**src/rtl/wash_timer_if.sv**
```systemverilog
// Control/status bundle between the cycle sequencer and the wash timer.
interface wash_timer_if #(
  parameter int FREQ_W   = 16,
  parameter int PERIOD_W = 16
);
  logic                start;
  logic                abort;
  logic                enable;
  logic                periodic;
  logic [FREQ_W-1:0]   clk_freq;
  logic [PERIOD_W-1:0] timer_period;
  logic                busy;
  logic                tick;
  logic                done;
  logic [PERIOD_W-1:0] remaining;

  modport master (
    output start, abort, enable, periodic, clk_freq, timer_period,
    input  busy, tick, done, remaining
  );

  modport slave (
    input  start, abort, enable, periodic, clk_freq, timer_period,
    output busy, tick, done, remaining
  );
endinterface

```
**src/rtl/wash_timer.sv**
```systemverilog
// Phase timer: counts timer_period seconds of clk_freq cycles each, with
// hold (enable), abort, one-shot/periodic modes, per-second tick and a
// registered remaining-seconds countdown.
module wash_timer #(
  parameter int FREQ_W   = 16,
  parameter int PERIOD_W = 16
) (
  input logic         clk,
  input logic         reset,
  wash_timer_if.slave bus
);
  typedef enum logic [1:0] {IDLE, RUN, HOLD} state_t;

  state_t              state_q, state_d;
  logic [FREQ_W-1:0]   freq_q, freq_d;
  logic [FREQ_W-1:0]   presc, presc_d;
  logic [FREQ_W-1:0]   freq_last;
  logic [PERIOD_W-1:0] period_q, period_d;
  logic [PERIOD_W-1:0] remaining, rem_d;
  logic                mode_q, mode_d;
  logic                tick_q, tick_d;
  logic                done_q, done_d;

  // freq_q is never 0 while busy, so this cannot underflow when used.
  assign freq_last = freq_q - 1'b1;

  // State and datapath registers; every output comes straight from here.
  always_ff @(posedge clk) begin
    if (reset) begin
      state_q   <= IDLE;
      freq_q    <= '0;
      period_q  <= '0;
      mode_q    <= 1'b0;
      presc     <= '0;
      remaining <= '0;
      tick_q    <= 1'b0;
      done_q    <= 1'b0;
    end else begin
      state_q   <= state_d;
      freq_q    <= freq_d;
      period_q  <= period_d;
      mode_q    <= mode_d;
      presc     <= presc_d;
      remaining <= rem_d;
      tick_q    <= tick_d;
      done_q    <= done_d;
    end
  end

  // Next-state and datapath update; abort beats start beats enable.
  always_comb begin
    state_d  = state_q;
    freq_d   = freq_q;
    period_d = period_q;
    mode_d   = mode_q;
    presc_d  = presc;
    rem_d    = remaining;
    tick_d   = 1'b0;
    done_d   = 1'b0;
    case (state_q)
      IDLE: begin
        if (bus.start && !bus.abort) begin
          if (bus.clk_freq == '0 || bus.timer_period == '0) begin
            // Degenerate request: complete immediately without running.
            done_d = 1'b1;
          end else begin
            freq_d   = bus.clk_freq;
            period_d = bus.timer_period;
            mode_d   = bus.periodic;
            presc_d  = '0;
            rem_d    = bus.timer_period;
            state_d  = bus.enable ? RUN : HOLD;
          end
        end
      end
      RUN, HOLD: begin
        if (bus.abort) begin
          state_d = IDLE;
          presc_d = '0;
          rem_d   = '0;
        end else if (bus.enable) begin
          // Leaving HOLD counts this cycle too, so a pause of N cycles
          // shifts completion by exactly N.
          state_d = RUN;
          if (presc == freq_last) begin
            presc_d = '0;
            tick_d  = 1'b1;
            if (remaining == PERIOD_W'(1)) begin
              done_d = 1'b1;
              if (mode_q) begin
                rem_d = period_q;
              end else begin
                rem_d   = '0;
                state_d = IDLE;
              end
            end else begin
              rem_d = remaining - 1'b1;
            end
          end else begin
            presc_d = presc + 1'b1;
          end
        end else begin
          state_d = HOLD;
        end
      end
      default: state_d = IDLE;
    endcase
  end

  assign bus.busy      = (state_q != IDLE);
  assign bus.tick      = tick_q;
  assign bus.done      = done_q;
  assign bus.remaining = remaining;
endmodule

```
**src/flat_wrapper.sv**
```systemverilog
// flat-port wrapper written by rule: the top's interface ports become plain ports
module wash_timer_flat 
#(
  parameter int FREQ_W   = 16,
  parameter int PERIOD_W = 16
)
  (clk, reset, bus_start, bus_abort, bus_enable, bus_periodic, bus_clk_freq, bus_timer_period, bus_busy, bus_tick, bus_done, bus_remaining);
  wash_timer_if #(.FREQ_W(FREQ_W), .PERIOD_W(PERIOD_W)) bus_i ();
  input logic clk;
  input logic reset;
  input wire logic [$bits(bus_i.start)-1:0] bus_start;
  input wire logic [$bits(bus_i.abort)-1:0] bus_abort;
  input wire logic [$bits(bus_i.enable)-1:0] bus_enable;
  input wire logic [$bits(bus_i.periodic)-1:0] bus_periodic;
  input wire logic [$bits(bus_i.clk_freq)-1:0] bus_clk_freq;
  input wire logic [$bits(bus_i.timer_period)-1:0] bus_timer_period;
  output wire logic [$bits(bus_i.busy)-1:0] bus_busy;
  output wire logic [$bits(bus_i.tick)-1:0] bus_tick;
  output wire logic [$bits(bus_i.done)-1:0] bus_done;
  output wire logic [$bits(bus_i.remaining)-1:0] bus_remaining;
  assign bus_i.start = bus_start;
  assign bus_i.abort = bus_abort;
  assign bus_i.enable = bus_enable;
  assign bus_i.periodic = bus_periodic;
  assign bus_i.clk_freq = bus_clk_freq;
  assign bus_i.timer_period = bus_timer_period;
  assign bus_busy = bus_i.busy;
  assign bus_tick = bus_i.tick;
  assign bus_done = bus_i.done;
  assign bus_remaining = bus_i.remaining;
  wash_timer #(.FREQ_W(FREQ_W), .PERIOD_W(PERIOD_W)) u_core (.clk(clk), .reset(reset), .bus(bus_i));
endmodule
```
**config.mk**
```make
export PLATFORM = sky130hd
export DESIGN_NAME = wash_timer_flat
export DESIGN_NICKNAME = d
export VERILOG_FILES = /design/src/rtl/wash_timer_if.sv /design/src/rtl/wash_timer.sv /design/src/flat_wrapper.sv
export SDC_FILE = /design/constraint.sdc
export NUM_CORES = 1
export LEC_CHECK = 0
export BUFFER_PORTS_ARGS = -buffer_cell sky130_fd_sc_hd__buf_2
export CAP_MARGIN = 20
export CORE_MARGIN = 2
export CORE_UTILIZATION = 45
export CTS_CLUSTER_DIAMETER = 60
export CTS_CLUSTER_SIZE = 25
export DETAILED_ROUTE_END_ITERATION = 8
export MAX_ROUTING_LAYER = met4
export PLACE_DENSITY = 0.74
export SYNTH_ARGS = -nofsm -noshare
export SYNTH_HDL_FRONTEND = slang
export SYNTH_SLANG_ARGS = --single-unit
```
**constraint.sdc**
```tcl
create_clock -name clk -period 2.9 [get_ports clk]
set_clock_uncertainty 0.05 [all_clocks]
set_input_delay 0.58 -clock clk [delete_from_list [all_inputs] [get_ports clk]]
set_output_delay 0.58 -clock clk [all_outputs]
set_load 0.005 [all_outputs]
```
==> results.py, run 1 <==
metrics = {
    "routing": {
        "viasPerCell": 5.81,
        "drt_first_pass_iters": 5,
        "wl_microns": 11600,
        "ant_nets": 0,
        "num_vias": 3957,
        "drt_iter0_markers": 220,
        "drc_errors": 0,
        "wl_per_cell_microns": 17.1,
    },
    "flow_run": {
        "maxCapViolations": 0,
    },
    "timing": {
        "fin_crit_sh_pct": 98.4,
        "slew_violations": 0,
        "fmax_ghz": 0.350,
        "hold_viol": 0,
        "slew_headroom_pct": 37.0,
        "worst_slack_ps": 45.0,
        "worstMarginPinSlew_ps": 945,
        "grt_setup_unrepaired": "yes",
        "setup_violations": 0,
        "min_period_ps": 2860,
    },
    "logic_synthesis": {
        "synth_cell_types": 57,
        "synth_ff_type": "dfxtp_1",
        "synth-edff-count": 0,
        "synth_top_area_share_pct": 33.0,
        "ys_seq_area_share_pct": 33.0,
        "yosysTopAreaCell": "dfxtp_1",
        "synthArstFlopShare_pct": 0,
        "netlist_instances": 489,
        "ys.warnings.count": 0,
        "syn_area_per_cell_sq_um": 8.57,
        "synth_seq_cells": 69,
        "syn_nets": 533,
        "synth_area_sq_um": 4190,
        "synthTopCellsByArea": "dfxtp_1 33%, mux2i_1 11%, nor2_1 7.0%, xnor2_1 5.9%, xor2_1 4.6%",
    },
    "placed_design": {
        "port_buffers": 56,
        "placed_area_sq_um": 4700,
        "gp_congestion": 0.983,
        "dp_hpwl_microns": 8400,
        "post-place-ws_ps": 13.0,
    },
    "clock_tree": {
        "cts_buffer_depth": 2,
        "ctsHoldBuffers": 0,
        "clk_pin_slew_ps": 80,
        "tritoncts": "built",
        "cts-root-buf": "clkbuf_8",
        "cts_sinks": 69,
        "worstSkewPairLatency_ps": 350,
        "cts_buffers": 9,
        "htreeDepth": 3,
    },
    "cells_and_area": {
        "drive_gt1_share_pct": 23.0,
        "diodes": 0,
        "layout_common_cells": "78 x nor2_1, 67 x dfxtp_1, 56 x buf_2, 48 x mux2i_1, 32 x buf_4",
        "fillers": 824,
        "layout_commonest_cell": "nor2_1",
        "design_area_sq_um": 5020,
        "num-nets-final": 609,
        "syn_to_final_growth_pct": 19.8,
    },
    "worst_setup_path": {
        "cp_data_arrival_time_ps": 3050,
        "worst_setup_path_start_kind": "register",
        "cp_max_fo": 8,
        "cp.required_ps": 3090,
        "cp-end-kind": "register",
        "critPathKind": "register to register",
    },
    "worst_hold_path": {
        "hp-class": "primary input to register",
    },
    "pwr": {
        "powerDensity_nw_per_um2": 586,
        "total_power_mw": 2.94,
        "ir_drop_v": 0.000395,
        "p_leak_nw": 2.30,
    },
    "status": {
        "status": "completed",
    },
    "global_routing": {
        "overflow": 0,
        "antenna_found_initial": 0,
        "grt_pass1_vias": 3753,
        "grt_pass1_wl_microns": 18500,
        "grt.total_usage_pct": 23.9,
        "grt_max_degree": 52,
    },
    "die": {
        "boundaryPins": 57,
        "fp.dieW_microns": 101,
        "die-area_sq_um": 10100,
        "start_util_pct": 45.8,
        "num_rows": 35,
        "die_height_microns": 101,
        "fp.coreArea_sq_um": 9150,
    },
}
final timing paths:
kind	from	to	slack, ps	cells after the start
min reg2reg	u_core.state_q[0]	u_core.state_q[0]	430	2
min	bus_periodic	u_core.mode_q	420	3
max reg2reg	u_core.freq_q[0]	u_core.bus.remaining[0]	40	10
max	u_core.freq_q[0]	u_core.bus.remaining[0]	40	10
report_power, final:
| part | switching (mW) | internal [mW] |
|---|---|---|
| sequential | 0.0737 | 1.01 |
| clock | 0.391 | 0.483 |
| combinational | 0.515 | 0.473 |
area by class of cell:
| class | instances | area, sq um | area share [%] |
|---|---|---|---|
| flip-flops and latches | 69 | 1380 | 27.6 |
| repair buffers | 91 | 586 | 11.7 |
| clock inverters | 6 | 87.6 | 1.74 |
| clock buffers | 10 | 128 | 2.54 |
| inverters | 10 | 37.5 | 0.748 |
| multi-input cells | 384 | 2660 | 53.0 |
| well taps | 111 | 139 | 2.77 |
Yosys cell counts (5+ instances only):
master,n
mux2_4,5
nor2b_1,14
xnor2_1,28
mux2i_1,48
inv_1,10
nand2_1,26
nand2b_1,9
a21oi_1,11
or3_1,6
nor2_1,78
nand4_1,18
dfxtp_1,69
a22oi_1,8
xor2_1,22
nor4_1,15
ha_1,6
nor3_1,15
mux2_2,7
nand3_1,11
o21bai_1,5
clkbuf_1,22
routing by layer:
layer	part of all wire [%]	wire length, microns	vias up	global-route usage [%]
met4	1.9	226	0	9.48
li1	-	-	1896	-
met3	5.5	643	30	4.51
met5	0	0	-	-
met1	44	5130	1876	30.0
met2	48	5640	155	38.1
flip-flops by register name (all words and copies together) (netlist names):
signal	cells
u_core.bus.remaining	16
u_core.freq_q	16
u_core.period_q	16
u_core.presc	16
u_core.state_q	2
u_core.bus.done	1
u_core.bus.tick	1
u_core.mode_q	1
repair_timing:
| action | CTS | global route |
|---|---|---|
| buffers inserted | 0 | 8 |
| gates resized for setup | 0 | 6 |
| setup endpoints to repair | 0 | 28 |
critical path, cell delays in order, from the launching register on:
cell,delay (ps)
dfxtp_2,340
inv_1,50
ha_1,160
or4b_4,480
or4_4,440
xnor2_2,150
and4_1,170
and4_4,200
a21oi_4,200
buf_12,160
mux2_2,330
kinds of logic after synthesis:
logic type / Yosys count / synth area share (%)
AND/OR/NAND/NOR: 213 / 26.0
adder cells (fa/ha/maj): 6 / 1.79
buffers and inverters: 36 / 3.91
AO/OA/AOI/OAI: 54 / 9.40
XOR/XNOR: 51 / 10.8
multiplexers: 60 / 15.1
flip-flops: 69 / 33.0
per-stage QoR:
stage | hold WS, ps | util [%] | TNS, ps | std cells
2_1_floorplan | 399 | - | 0 | 489
3_3_place_gp | 422 | 51.4 | 0 | 656
3_5_place_dp | 420 | 51.4 | 0 | 656
4_1_cts | 420 | 53.8 | 0 | 672
5_1_grt | 430 | 54.8 | -64.3 | 681
6_report | 423 | 54.8 | 0 | 681
No activity file was read; power rests on OpenSTA's default activity.
==> run 2, diff against run 1 <==
--- a/config.mk
+++ b/config.mk
@@ -13,7 +13,7 @@
 export CTS_CLUSTER_SIZE = 25
 export DETAILED_ROUTE_END_ITERATION = 8
 export MAX_ROUTING_LAYER = met4
-export PLACE_DENSITY = 0.74
+export PLACE_DENSITY = 0.72
 export SYNTH_ARGS = -nofsm -noshare
 export SYNTH_HDL_FRONTEND = slang
 export SYNTH_SLANG_ARGS = --single-unit
==> constraint.sdc (replaced) <==
create_clock -name clk -period 3.5 [get_ports clk]
set_clock_uncertainty 0.05 [all_clocks]
set_input_delay 0.7 -clock clk [delete_from_list [all_inputs] [get_ports clk]]
set_output_delay 0.7 -clock clk [all_outputs]
set_load 0.005 [all_outputs]
==> results.py, run 2 (synthesized netlist as in run 1, its figures left out) <==
metrics = {
    "timing": {
        "tns_ps": 0,
        "min_period_ps": 3100,
        "grt_setup_unrepaired": "no",
        "setup_violations": 0,
        "slew_headroom_pct": 35.9,
        "hold_viol": 0,
        "fmax_ghz": 0.322,
        "slew_violations": 0,
        "fin_crit_sh_pct": 88.7,
        "worstMarginPinSlew_ps": 961,
    },
    "worst_setup_path": {
        "r2r_setup_slack_ps": 400,
        "cp_max_fo": 16,
        "critPathKind": "register to register",
        "worst_setup_path_start_kind": "register",
        "cp.required_ps": 3680,
        "worst_path_largest_cell_delay_ps": 550,
        "rr_worst_depth": 10,
        "path_cells": "inv_1 -> ha_1 -> or4b_1 -> or4_4 -> xnor2_2 -> and4_1 -> and4_4 -> a21oi_4 -> buf_4 -> mux2_2",
        "critical_path.slowest_cell": "or4b_1",
        "cp_data_arrival_time_ps": 3280,
        "r2r_end": "u_core.bus.remaining[6]",
        "rr_startpoint": "u_core.freq_q[0]",
        "cp-end-kind": "register",
    },
    "routing": {
        "wl_microns": 10800,
        "wl_per_cell_microns": 16.6,
        "drc_errors": 0,
        "drt_first_pass_iters": 4,
        "num_vias": 3764,
        "drt_iter0_markers": 149,
        "ant_nets": 0,
        "viasPerCell": 5.77,
    },
    "global_routing": {
        "grt_max_degree": 56,
        "grt_pass1_wl_microns": 17700,
        "grt_pass1_vias": 3651,
        "antenna_found_initial": 0,
        "grt.total_usage_pct": 22.8,
        "overflow": 0,
    },
    "cells_and_area": {
        "fillers": 857,
        "diodes": 0,
        "register_area_sq_um": 1380,
        "multiInputGateArea_sq_um": 2650,
        "drive_gt1_share_pct": 17.9,
        "num-nets-final": 580,
        "syn_to_final_growth_pct": 13.1,
        "layout_commonest_cell": "nor2_1",
        "layout_common_cells": "78 x nor2_1, 69 x dfxtp_1, 56 x buf_2, 48 x mux2i_1, 28 x xnor2_1",
    },
    "placed_design": {
        "dp_hpwl_microns": 7860,
        "gp_congestion": 0.948,
        "port_buffers": 56,
    },
    "die": {
        "num_rows": 35,
        "die-area_sq_um": 10100,
        "die_height_microns": 101,
        "fp.coreArea_sq_um": 9150,
        "start_util_pct": 45.8,
        "fp.dieW_microns": 101,
        "boundaryPins": 57,
    },
    "status": {
        "status": "completed",
    },
    "clock_tree": {
        "worstSkewPairLatency_ps": 340,
        "cts_setup_buffers": 0,
        "cts_sinks": 69,
        "cts_buffers": 9,
        "clk_pin_slew_ps": 70,
        "cts_resized": 0,
        "cts-root-buf": "clkbuf_8",
        "ctsHoldBuffers": 0,
        "cts_buffer_depth": 2,
        "tritoncts": "built",
        "htreeDepth": 3,
    },
    "worst_hold_path": {
        "holdPathEnd": "u_core.state_q[1]",
        "hp-class": "register to register",
        "hold_depth": 2,
        "hp-start": "u_core.state_q[1]",
    },
    "pwr": {
        "ir_drop_v": 0.000392,
        "total_power_mw": 2.30,
        "p_leak_nw": 2.15,
        "powerDensity_nw_per_um2": 486,
    },
    "flow_run": {
        "maxCapViolations": 0,
    },
}
[run 2: critical path: cells and delay by family, from the launching register on]
family                     cells  cell delay (ps)
AOI/OAI and AO/OA              1              100
xor gates and xnor gates       1              150
adders and majority gates      1              210
buffers and inverters          2              370
DFF                            1              350
muxes                          1              370
and+or+nand+nor                4             1390
[run 2: cell type report]
class,count,share of cell area [%]
clock buffers,12,3.48
well taps,111,2.93
inverters,10,0.792
flip-flops and latches,69,29.1
clock inverters,4,0.950
multi-input cells,384,55.8
repair buffers,62,6.86
[run 2: power breakdown]
group          internal, mW  switching (mW)
Combinational         0.329           0.392
Clock                 0.384           0.297
Sequential            0.834          0.0671
[run 2: metrics by stage]
stage               worst slack [ps]  area [sq um]  instances  utilization (%)  hold WS, ps
detailed placement               427          4530        636             49.5          423
floorplan                        623          4190        489                -          399
finish                           395          4740        652             51.8          429
global placement                 490          4530        636             49.5          416
global route                     242          4740        652             51.8          464
CTS                              403          4740        652             51.8          433
[run 2: how the worst max path moves through the flow]
stage / from / end / slack (ps) / cells after the start
after detailed placement: u_core.freq_q[0] / u_core.bus.remaining[8] / 430 / 10
final: u_core.freq_q[0] / u_core.bus.remaining[6] / 400 / 10
after CTS: u_core.freq_q[0] / u_core.bus.remaining[6] / 400 / 10
after floorplan: u_core.freq_q[0] / u_core.bus.remaining[10] / 620 / 10
after global routing: u_core.freq_q[0] / u_core.bus.remaining[6] / 240 / 10
after global placement: u_core.freq_q[0] / u_core.bus.remaining[8] / 490 / 10
[run 2: routing by layer]
metal	track usage [%]	wire [microns]	vias up
li1	-	-	1840
met1	28.0	4760	1770
met2	37.0	5130	129
met3	4.30	613	25
met4	9.17	310	0
met5	-	0	-
==> run 3, diff against run 2 <==
--- a/config.mk
+++ b/config.mk
@@ -7,13 +7,15 @@
 export LEC_CHECK = 0
 export BUFFER_PORTS_ARGS = -buffer_cell sky130_fd_sc_hd__buf_2
 export CAP_MARGIN = 20
+export CELL_PAD_IN_SITES_DETAIL_PLACEMENT = 1
+export CELL_PAD_IN_SITES_GLOBAL_PLACEMENT = 1
 export CORE_MARGIN = 2
 export CORE_UTILIZATION = 45
 export CTS_CLUSTER_DIAMETER = 60
 export CTS_CLUSTER_SIZE = 25
 export DETAILED_ROUTE_END_ITERATION = 8
 export MAX_ROUTING_LAYER = met4
-export PLACE_DENSITY = 0.72
+export PLACE_DENSITY = 0.89
 export SYNTH_ARGS = -nofsm -noshare
 export SYNTH_HDL_FRONTEND = slang
 export SYNTH_SLANG_ARGS = --single-unit
==> results.py, run 3 (synthesized netlist as in run 1, its figures left out) <==
metrics = {
    "cells_and_area": {
        "layout_common_cells": "78 x nor2_1, 69 x dfxtp_1, 56 x buf_2, 48 x mux2i_1, 28 x xnor2_1",
        "final_core_util_pct": 51.6,
        "drive_gt1_share_pct": 17.7,
        "layout_commonest_cell": "nor2_1",
        "final_cells": 652,
        "syn_to_final_growth_pct": 12.6,
        "diodes": 0,
        "fillers": 1120,
        "num-nets-final": 580,
    },
    "clock_tree": {
        "ctsHoldBuffers": 0,
        "cts_buffer_depth": 2,
        "htreeDepth": 3,
        "tritoncts": "built",
        "cts_setup_buffers": 0,
        "worstSkewPairLatency_ps": 350,
        "cts_resized": 0,
        "cts_buffers": 9,
        "cts-root-buf": "clkbuf_8",
        "clk_pin_slew_ps": 80,
        "cts_sinks": 69,
    },
    "timing": {
        "whs_ps": 428,
        "fmax_ghz": 0.315,
        "fin_crit_sh_pct": 90.8,
        "grt_setup_unrepaired": "no",
        "worstMarginPinSlew_ps": 1050,
        "min_period_ps": 3180,
        "hold_viol": 0,
        "setup_violations": 0,
        "tns_ps": 0,
        "slew_violations": 0,
        "slew_headroom_pct": 30.3,
    },
    "routing": {
        "wl_per_cell_microns": 19.0,
        "drt_iter0_markers": 112,
        "drc_errors": 0,
        "ant_nets": 0,
        "drt_first_pass_iters": 4,
        "viasPerCell": 5.85,
        "wl_microns": 12400,
        "num_vias": 3815,
    },
    "pwr": {
        "power_frac_comb_pct": 32.5,
        "swShare_pct": 35.4,
        "p_switching_mw": 0.819,
        "seqPwrFrac_pct": 39.1,
        "p_clk_share_pct": 28.4,
        "p_int_mw": 1.49,
        "powerDensity_nw_per_um2": 489,
        "ir_drop_v": 0.000213,
        "p_leak_nw": 2.13,
    },
    "worst_setup_path": {
        "r2r_setup_slack_ps": 320,
        "cp-end-kind": "register",
        "cp.required_ps": 3680,
        "path_cells": "inv_1 -> ha_1 -> or4b_1 -> or4_4 -> xnor2_2 -> and4_1 -> and4_4 -> a21oi_4 -> buf_4 -> mux2_2",
        "cp_max_fo": 16,
        "worst_path_largest_cell_delay_ps": 540,
        "worst_setup_path_start_kind": "register",
        "critPathKind": "register to register",
        "cp_data_arrival_time_ps": 3360,
        "critical_path.slowest_cell": "or4b_1",
    },
    "die": {
        "die_height_microns": 101,
        "boundaryPins": 57,
        "start_util_pct": 45.8,
        "die-area_sq_um": 10100,
        "num_rows": 35,
        "fp.coreArea_sq_um": 9150,
        "fp.dieW_microns": 101,
    },
    "global_routing": {
        "grt_max_degree": 60,
        "grt.total_usage_pct": 26.7,
        "overflow": 0,
        "antenna_found_initial": 0,
        "grt_pass1_vias": 4087,
        "grt_pass1_wl_microns": 20600,
    },
    "placed_design": {
        "numPlacedInstances": 636,
        "gp_congestion": 0.957,
        "port_buffers": 56,
        "dp_hpwl_microns": 9080,
    },
    "worst_hold_path": {
        "hp-class": "register to register",
    },
    "status": {
        "status": "completed",
    },
    "flow_run": {
        "maxCapViolations": 0,
    },
}
## run 3: cell type report
class | instances | area [sq um] | area share (%)
Multi-Input combinational cell | 384 | 2650 | 56.1
Sequential cell | 69 | 1380 | 29.3
Timing Repair Buffer | 62 | 325 | 6.89
Tap cell | 111 | 139 | 2.94
Clock buffer | 10 | 128 | 2.70
Clock inverter | 6 | 63.8 | 1.35
Inverter | 10 | 37.5 | 0.795
## run 3: worst paths after layout
| kind | startpoint | end | depth (start not counted) |
|---|---|---|---|
| hold / removal | u_core.state_q[1] | u_core.state_q[1] | 2 |
| setup reg to reg | u_core.freq_q[0] | u_core.bus.remaining[5] | 10 |
| hold reg to reg | u_core.state_q[1] | u_core.state_q[1] | 2 |
| setup / recovery | u_core.freq_q[0] | u_core.bus.remaining[5] | 10 |
## run 3: power groups by stage
stage / clock [mW] / sequential (mW) / combinational (mW)
after CTS: 0.674 / 0.902 / 0.750
after floorplan: 0 / 0.897 / 0.565
after global placement: 0 / 0.915 / 0.710
final: 0.657 / 0.903 / 0.750
after detailed placement: 0 / 0.920 / 0.743
after global routing: 0.705 / 0.912 / 0.827
## run 3: through the flow
stage / power [mW] / setup WS, ps / area (sq um)
after detailed placement: 1.66 / 378 / 4530
after floorplan: 1.46 / 623 / 4190
after global placement: 1.62 / 480 / 4530
after global routing: 2.44 / 231 / 4720
after CTS: 2.33 / 332 / 4720
final: 2.31 / 323 / 4720
## run 3: per-layer routing
metal	wire, microns	track usage, %	vias up	share of wire (%)
met3	411	4.09	23	3.3
met5	0	-	-	0
met4	308	9.06	0	2.5
met2	6280	46.5	92	51
met1	5390	31.4	1864	44
li1	-	-	1836	-
## run 3: worst max-delay path: cells and delay by family (launching register included)
kind	cells	cell delay [ps]
and+or+nand+nor	4	1400
buffers and inverters	2	380
DFF	1	370
muxes	1	370
adders and majority gates	1	210
xor gates and xnor gates	1	160
AOI/OAI and AO/OA	1	120
